### config.mk
export PLATFORM = sky130hd
export DESIGN_NAME = fetch_sequencer
export DESIGN_NICKNAME = d
export VERILOG_FILES = /design/src/rtl/fetch_sequencer.sv
export SDC_FILE = /design/constraint.sdc
export NUM_CORES = 1
export LEC_CHECK = 0
export CAP_MARGIN = 20
export CORE_UTILIZATION = 39
export CTS_BUF_LIST = sky130_fd_sc_hd__clkbuf_8
export CTS_CLUSTER_SIZE = 8
export DETAILED_ROUTE_END_ITERATION = 12
export PLACE_DENSITY = 0.89
export RECOVER_POWER = 25
export SETUP_SLACK_MARGIN = 0.4
export SYNTH_ARGS = -nofsm -noshare
export SYNTH_HDL_FRONTEND = slang
export SYNTH_SLANG_ARGS = --single-unit
export TNS_END_PERCENT = 20
### constraint.sdc
create_clock -name clk -period 2.8 [get_ports clk]
set_clock_uncertainty 0.05 [all_clocks]
set_input_delay 0.84 -clock clk [delete_from_list [all_inputs] [get_ports clk]]
set_output_delay 0.84 -clock clk [all_outputs]
set_load 0.02 [all_outputs]
### src/rtl/fetch_sequencer.sv
// PC/RA owner and single-outstanding instruction fetch sequencer.
// Fetches one word at a time and hands it to decode over valid/ready.
module fetch_sequencer #(
    parameter logic [31:0] RESET_PC = 32'h0000_0000
) (
    input  logic        clk,
    input  logic        rst_n,
    output logic [31:0] curr_PC,
    output logic [31:0] curr_RA,
    input  logic [31:0] next_PC,
    input  logic [31:0] next_RA,
    input  logic        br_valid,
    output logic        imem_req,
    output logic [31:0] imem_addr,
    input  logic        imem_gnt,
    input  logic        imem_rvalid,
    input  logic [31:0] imem_rdata,
    output logic        if_valid,
    output logic [31:0] if_instr,
    output logic [31:0] if_pc,
    input  logic        id_ready
);

    typedef enum logic [1:0] {
        S_IDLE,
        S_REQ,
        S_WAIT,
        S_HOLD
    } state_e;

    state_e      state_q, state_d;
    logic [31:0] pc_q, pc_d;
    logic [31:0] ra_q, ra_d;
    logic [31:0] buf_q, buf_d;

    always_comb begin
        state_d = state_q;
        pc_d    = pc_q;
        ra_d    = ra_q;
        buf_d   = buf_q;
        unique case (state_q)
            S_IDLE: state_d = S_REQ;
            S_REQ: begin
                if (imem_gnt) state_d = S_WAIT;
            end
            S_WAIT: begin
                if (imem_rvalid) begin
                    buf_d   = imem_rdata;
                    state_d = S_HOLD;
                end
            end
            S_HOLD: begin
                if (id_ready) begin
                    state_d = S_REQ;
                    // Jump targets are forced word-aligned.
                    if (br_valid) begin
                        pc_d = next_PC & 32'hFFFF_FFFC;
                        ra_d = next_RA;
                    end else begin
                        pc_d = pc_q + 32'd4;
                    end
                end
            end
            default: state_d = S_IDLE;
        endcase
    end

    always_ff @(posedge clk) begin
        if (!rst_n) begin
            state_q <= S_IDLE;
            pc_q    <= RESET_PC;
            ra_q    <= 32'd0;
            buf_q   <= 32'd0;
        end else begin
            state_q <= state_d;
            pc_q    <= pc_d;
            ra_q    <= ra_d;
            buf_q   <= buf_d;
        end
    end

    assign imem_req  = (state_q == S_REQ);
    assign if_valid  = (state_q == S_HOLD);
    assign imem_addr = pc_q;
    assign curr_PC   = pc_q;
    assign curr_RA   = ra_q;
    assign if_pc     = pc_q;
    assign if_instr  = buf_q;

endmodule

# Word level (Yosys, flattened, before mapping)
# Index checks and enable logic that the tools add are counted.
dict set report totals {
  reg_bits 98
  inputBits 102
  out_inout_bits 162
  wordCells 21
}
dict set report classes {
  add_sub_neg 1
  n_eq_ne 6
  mux 5
  n_reduce_logical 5
}
# operator n
set ops {}
lappend ops {{adder 32 x 3 -> 32 bit (second input constant)} 1}
lappend ops {{2-to-1 mux 32 bit} 1}
lappend ops {{one-hot mux 2 bit (4 select lines)} 1}
lappend ops {{2-to-1 mux 2 bit} 3}
lappend ops {{AND reduction 3 bit} 2}
lappend ops {{== test 2 bit (second input constant)} 2}
lappend ops {{!= test 2 x 1 -> 1 bit (second input constant)} 2}
lappend ops {{AND reduction 2 bit} 2}
lappend ops {{== test 2 x 1 -> 1 bit (second input constant)} 1}
lappend ops {{zero test 2 bit} 1}
lappend ops {{!= test 2 bit (second input constant)} 1}

# Logic depth before layout (Yosys ltp)
# Gate-level depths: netlist of the first run.
dict set report depth {
  word_depth 3
  mapped_depth 7
  depth_no_buf 5
}

# Worst setup path after synthesis of the first run
# No wires, ideal clock.
dict set report synth_timing {
  kind {flip-flop to flip-flop}
  from {register pc_q[16] (netlist: curr_PC[16])}
  to {register pc_q[28] (netlist: curr_PC[28])}
  setup_ns 0.122
  arrival_ns 2.017
  t_required_ns 2.628
  setup_slack_ns 0.611
  stages_incl_launch_ff 6
  n_path_buf 1
  synth_period_minus_slack_ns 2.189
  cell_sequence {dfxtp_1 > nand3_1 > or4_1 > clkbuf_1 > o311a_1 > a221o_1}
}
dict set report synth_between {
  elab_chain_len 2
}
# item line
set synth_lines {}
lappend synth_lines {{start: declaration} 32} ;# logic [31:0] pc_q, pc_d;
lappend synth_lines {{start signal: assignment} 76} ;# pc_q <= pc_d;
lappend synth_lines {{adder 32 x 3 -> 32 bit} 60} ;# pc_d = pc_q + 32'd4;
lappend synth_lines {{2-to-1 mux 32 bit} 56} ;# if (br_valid) begin
# Every way passes these cells.
# A chain may end at the register's enable or synchronous reset.

# Final worst setup path of the first run
dict set report layout_timing {
  from {register pc_q[10] (netlist: curr_PC[10])}
  to {output port curr_PC[10]}
}
# item line
set layout_lines {}
lappend layout_lines {{end: declaration} 8} ;# output logic [31:0] curr_PC,
# No word-level cell between the ends.

==> flow_metrics.py, run 1 <==
metrics = {
    "critical_path": {
        "worstSetupPathType": "flip-flop to output pin",
        "cp_num_buf_inv": 1,
        "crit_fanout": 11,
        "cp-startpoint": "curr_PC[10]$_SDFFE_PN0P_",
        "timing.rr.end": "curr_PC[26]$_SDFFE_PN0P_",
        "max_stage_delay_ns": 0.68,
        "crit_arrival_ns": 1.62,
        "start_kind": "flip-flop",
        "rr_worst_depth": 4,
        "end_kind": "output pin",
        "required_ns": 1.91,
        "rrSetupSlack_ns": 0.45,
        "crit_path_cell_trace": "clkdlybuf4s50_1",
        "crit_family": "buffers and inverters",
        "crit_path_top_delay_cell": "clkdlybuf4s50_1",
        "r2r_start": "curr_PC[16]$_SDFFE_PN0P_",
    },
    "final_layout": {
        "final_area_um2": 7340,
        "n_fill_cell": 1128,
        "area.sequential_um2": 1940,
        "drive_gt1_share_pct": 7.77,
        "antenna_cells": 0,
        "syn2layout_area_growth_pct": 48.1,
        "multiInputGateArea_um2": 2340,
        "layout.nets": 938,
    },
    "die": {
        "die_w_um": 115,
        "die-area_um2": 13200,
        "design.core.area_um2": 12200,
        "ios": 264,
        "initial_core_util_pct": 40.6,
        "die_y_um": 115,
        "rows": 40,
    },
    "clock_network": {
        "cts_buffers": 9,
        "cts_hold_buffers": 0,
        "insertion_delay_ns": 0.38,
        "path_clk_slew_ns": 0.10,
        "htreeDepth": 3,
        "cts_setup_buffers": 0,
        "cts_buffer_depth": 2,
        "cts_sinks": 96,
        "tritoncts": "yes",
        "ctsResizeCount": 20,
        "clockRootBuffer": "clkbuf_8",
    },
    "global_routing": {
        "track_usage_pct": 24.3,
        "grt_antenna_before_repair": 0,
        "grt-ovfl-total": 0,
        "grt_pass1_vias": 4812,
        "grt_max_degree": 45,
        "grt_pass1_wl_um": 24800,
    },
    "route": {
        "drt-pass1-iter-count": 5,
        "drt-wirelength-per-cell_um": 16.0,
        "routed_wl_um": 16000,
        "antenna_left": 0,
        "drt_iter0_markers": 450,
        "drc": 0,
        "viasPerCell": 5.39,
        "vias": 5415,
    },
    "sta": {
        "rsz0062_at_grt": "true",
        "finalHoldViolations": 0,
        "worst_pin_slew_ns": 0.954,
        "slew_headroom_pct": 36.4,
        "setup_ws_ns": 0.291,
        "slew_violations": 0,
        "finalSetupTns_ns": 0,
        "finalSetupViolCount": 0,
        "min_period_ns": 2.51,
        "max_freq_mhz": 399,
        "fin_crit_sh_pct": 89.6,
    },
    "pwr": {
        "p_per_area_nw_per_um2": 504,
        "clockPowerShare_pct": 26.6,
        "ir_drop_mv": 0.398,
        "p_sw_w": 0.00127,
        "p_seq_share_pct": 43.6,
        "internal_power_w": 0.00242,
        "p_sw_share_pct": 34.5,
        "p_leak_nw": 2.54,
        "comb_power_share_pct": 29.8,
    },
    "worst_hold_path": {
        "hold_path_class": "flip-flop to flip-flop",
        "hold_depth": 2,
        "min_from": "curr_RA[20]$_SDFFE_PN0P_",
        "hold_end": "curr_RA[20]$_SDFFE_PN0P_",
    },
    "yosys": {
        "syn-cell-area_um2": 4950,
        "synth_edf_count": 0,
        "yosys_warnings": 0,
        "synthArstFlopShare_pct": 0,
        "ys.flop_type": "dfxtp_1",
        "ys_ff_latch": 96,
        "yosysSeqAreaShare_pct": 38.8,
        "synth_area_leaders": "dfxtp_1 (39%), nand2_1 (12%), buf_4 (10%)",
        "yosysTopAreaCell": "dfxtp_1",
        "synth_top_area_share_pct": 38.8,
        "yosysUniqueCellTypes": 60,
        "netlist_instances": 649,
        "avgSynthCellArea_um2": 7.63,
    },
    "place": {
        "post_dp_cell_area_um2": 7230,
        "gp_congestion": 0.945,
        "dp_hpwl_um": 11700,
        "port_buffers": 255,
        "post-place-ws_ns": 0.0608,
    },
    "job": {
        "max_cap_viol_count": 0,
    },
    "outcome": {
        "run_status": "completed",
    },
}
## cell usage in the layout, fill, tap and decap left out, drive strengths merged, types with 3 or more instances in the layout
cell / instances
clkdlybuf4s50: 223
nand2: 160
dfxtp: 96
a21oi: 79
clkbuf: 28
nand3: 19
nor2: 18
buf: 18
o21ai: 15
nor4: 14
nand4: 14
dlygate4sd2: 13
inv: 13
a31oi: 10
and2: 9
nor3: 8
and3: 7
or4: 7
a211oi: 6
conb: 6
a22oi: 5
or2: 4
or3: 4
and4: 4
ha: 4
a221o: 3
mux2i: 3
dlygate4sd3: 3
## final cells by class
type,instances,share of cell area [%]
clock buffers,9,1.69
well taps,168,2.87
repair buffers,277,35.4
flip-flops and latches,96,26.4
inverters,9,0.461
multi-input cells,439,32.0
clock inverters,7,1.14
## cells in the mapped netlist, drive strengths merged (2+ instances only)
library cell and n:
buf 78, inv 8, or2 4, nor4 14, or3 4, ha 4
a31oi 10, a22oi 5, nor2b 2, o31ai 2, a221o 3, and4 4
nand3 19, clkbuf 32, a21oi 79, o21a 2, mux2i 3, a311o 2
a211oi 6, a311oi 2, nor2 18, nand3b 2, or4 7, a222oi 2
and2 9, o31a 2, o2111ai 2, and3 7, o21ai 15, nand4 14
nor3 8, dfxtp 96, a41o 2, nand2b 2, nand2 160, o211ai 2
o311a 2, o311ai 2, a22o 2
## cells by family (layout without fill, tap and decap cells)
logic type	count (synthesis)	count (layout)	share of synthesized area [%]
AND/OR/NAND/NOR	277	277	26.5
AO/OA/AOI/OAI	148	148	18.4
buffers and inverters	119	302	14.4
flip-flops	96	96	38.8
adder cells (fa/ha/maj)	4	4	1.01
multiplexers	4	4	0.834
other	1	6	0.0757
## layer usage
| layer | track usage (%) | part of all wire (%) | vias to the layer above |
|---|---|---|---|
| li1 | - | - | 2569 |
| met1 | 30.7 | 40 | 2514 |
| met5 | 0 | 0 | - |
| met3 | 5.51 | 8.6 | 29 |
| met2 | 39.3 | 49 | 303 |
| met4 | 10.8 | 2.5 | 0 |
## power groups by stage
stage	registers [W]	logic, W	clock network (W)
final	0.00161	0.00110	0.000983
after detailed placement	0.00164	0.00115	0
after floorplan	0.00171	0.000568	0
after global placement	0.00163	0.00114	0
after CTS	0.00161	0.00113	0.00100
after global routing	0.00163	0.00119	0.00107
## worst register-to-register path, stage by stage (launching register included)
cell and delay (ns):
dfxtp_1 0.48, nand3_1 0.28, or4_1 0.77, o311a_1 0.41, a221o_1 0.25
## registers in the layout (all words and copies together), names as in the netlist
signal / cells
curr_RA: 32
if_instr: 32
curr_PC: 30
state_q: 2
## how the worst max path moves through the flow
stage | slack (ns) | end | cells past startpoint
final | 0.29 | curr_PC[10] | 1
after global routing | 0.19 | curr_PC[10] | 1
after CTS | 0.26 | imem_addr[3] | 1
after detailed placement | 0.06 | curr_PC[29]$_SDFFE_PN0P_ | 5
after global placement | 0.08 | curr_PC[29]$_SDFFE_PN0P_ | 5
after floorplan | 0.61 | curr_PC[28]$_SDFFE_PN0P_ | 5
## through the flow
step,hold WS (ns),util (%),total power [W],instances
after detailed placement,0.395,59.2,0.00279,989
after CTS,0.410,60.8,0.00375,1005
after global placement,0.391,59.2,0.00277,989
after floorplan,0.460,-,0.00228,654
final,0.407,60.1,0.00369,1005
after global routing,0.429,60.1,0.00389,1005
(Power assumes the default switching activity.)
==> run 2: changes to the inputs <==
==> constraint.sdc (replaced) <==
create_clock -name clk -period 2.36 [get_ports clk]
set_clock_uncertainty 0.05 [all_clocks]
set_input_delay 0.708 -clock clk [delete_from_list [all_inputs] [get_ports clk]]
set_output_delay 0.708 -clock clk [all_outputs]
set_load 0.02 [all_outputs]
==> flow_metrics.py, run 2 (synthesis gave the netlist of run 1 again) <==
metrics = {
    "outcome": {
        "run_status": "completed",
    },
    "clock_network": {
        "clockRootBuffer": "clkbuf_8",
        "cts_buffer_depth": 2,
        "cts_buffers": 9,
        "htreeDepth": 3,
        "insertion_delay_ns": 0.38,
        "path_clk_slew_ns": 0.10,
        "tritoncts": "yes",
        "cts_hold_buffers": 0,
        "cts_sinks": 96,
    },
    "place": {
        "gp_congestion": 0.940,
        "post-place-ws_ns": -0.196,
        "port_buffers": 255,
        "dp_hpwl_um": 11900,
    },
    "global_routing": {
        "track_usage_pct": 24.1,
        "grt_pass1_vias": 4891,
        "grt-ovfl-total": 0,
        "grt_pass1_wl_um": 24700,
        "grt_max_degree": 40,
        "grt_antenna_before_repair": 0,
    },
    "critical_path": {
        "required_ns": 1.60,
        "crit_cells": 1,
        "crit_path_top_delay_cell": "clkdlybuf4s50_1",
        "timing.rr.end": "curr_PC[26]$_SDFFE_PN0P_",
        "max_stage_delay_ns": 0.61,
        "crit_family": "buffers and inverters",
        "rr_worst_depth": 4,
        "end_kind": "output pin",
        "r2r_start": "curr_PC[8]$_SDFFE_PN0P_",
        "crit_path_cell_trace": "clkdlybuf4s50_1",
        "crit_arrival_ns": 1.39,
        "cp_num_buf_inv": 1,
        "rrSetupSlack_ns": 0.28,
        "worstSetupPathType": "flip-flop to output pin",
        "start_kind": "flip-flop",
        "crit_fanout": 8,
    },
    "final_layout": {
        "n_fill_cell": 1053,
        "final_common_cell": "clkdlybuf4s50_1",
        "layout.nets": 957,
        "antenna_cells": 0,
        "syn2layout_area_growth_pct": 56.7,
        "layout_common_cells": "clkdlybuf4s50_1 (167), nand2_1 (160), a21oi_1 (79)",
        "drive_gt1_share_pct": 11.8,
    },
    "route": {
        "antenna_left": 0,
        "drt_iter0_markers": 514,
        "routed_wl_um": 16400,
        "viasPerCell": 5.31,
        "vias": 5442,
        "drt-wirelength-per-cell_um": 16.0,
        "drt-pass1-iter-count": 6,
        "drc": 0,
    },
    "sta": {
        "rsz0062_at_grt": "true",
        "setup_ws_ns": 0.209,
        "fin_crit_sh_pct": 91.2,
        "min_period_ns": 2.15,
        "finalHoldViolations": 0,
        "slew_violations": 0,
        "finalSetupViolCount": 0,
        "worst_pin_slew_ns": 0.780,
        "max_freq_mhz": 465,
        "slew_headroom_pct": 48.0,
    },
    "die": {
        "die_w_um": 115,
        "ios": 264,
        "initial_core_util_pct": 40.6,
        "rows": 40,
        "die_y_um": 115,
        "die-area_um2": 13200,
        "design.core.area_um2": 12200,
    },
    "worst_hold_path": {
        "hold_end": "curr_RA[10]$_SDFFE_PN0P_",
        "hold_path_class": "flip-flop to flip-flop",
        "hold_depth": 2,
        "min_from": "curr_RA[10]$_SDFFE_PN0P_",
    },
    "job": {
        "max_cap_viol_count": 0,
    },
    "pwr": {
        "p_per_area_nw_per_um2": 573,
        "power_w": 0.00444,
        "p_leak_nw": 3.49,
        "ir_drop_mv": 0.391,
    },
}
run 2: power by group:
| group | leakage (nW) | total (W) | internal (W) | switching [W] |
|---|---|---|---|---|
| clock | 0.104 | 0.00117 | 0.000514 | 0.000654 |
| sequential | 0.792 | 0.00188 | 0.00175 | 0.000136 |
| combinational | 2.60 | 0.00139 | 0.000652 | 0.000741 |
run 2: through the flow:
stage	hold WS (ns)	cells	util (%)	cell area, µm²	TNS (ns)
finish	0.408	1024	63.6	7760	0
global route	0.427	1024	63.6	7760	0
CTS	0.410	1017	62.1	7580	0
detailed placement	0.396	1001	60.6	7410	-5.01
global placement	0.390	1001	60.6	7410	-4.71
floorplan	0.462	654	-	5030	0
run 2: timing repair:
item                       CTS  global route
pin swaps                    0             3
gates resized for setup     71            55
setup buffers                0             7
setup endpoints to repair  229           229
run 2: how the worst max path moves through the flow:
stage,from,endpoint
2_1_floorplan,br_valid,curr_RA[16]$_SDFFE_PN0P_
3_3_place_gp,id_ready,curr_PC[29]$_SDFFE_PN0P_
3_5_place_dp,id_ready,curr_PC[22]$_SDFFE_PN0P_
4_1_cts,curr_PC[27]$_SDFFE_PN0P_,if_pc[27]
5_1_grt,rst_n,curr_RA[20]$_SDFFE_PN0P_
6_report,curr_PC[16]$_SDFFE_PN0P_,if_pc[16]
run 2: final cells by class:
type,count,area [µm²],share of cell area (%)
clock buffer,9,124,1.60
clock inverter,7,86.3,1.11
inverter,9,35.0,0.451
multi-input combinational,439,2380,30.7
sequential,96,1990,25.6
tap,168,210,2.71
timing repair buffer,296,2940,37.8
run 2: worst register-to-register path, stage by stage (launching register included):
cell     delay [ns]
dfxtp_1        0.57
nand2_1        0.09
or4_4          0.62
o311a_1        0.37
a221o_1        0.26
run 2: layer usage:
| layer | global-route usage, % | part of all wire [%] | up-vias |
|---|---|---|---|
| met4 | 10.3 | 3.2 | 0 |
| met1 | 28.6 | 38 | 2488 |
| met3 | 7.04 | 9.3 | 44 |
| li1 | - | - | 2609 |
| met2 | 40.6 | 49 | 301 |
| met5 | 0 | 0 | - |
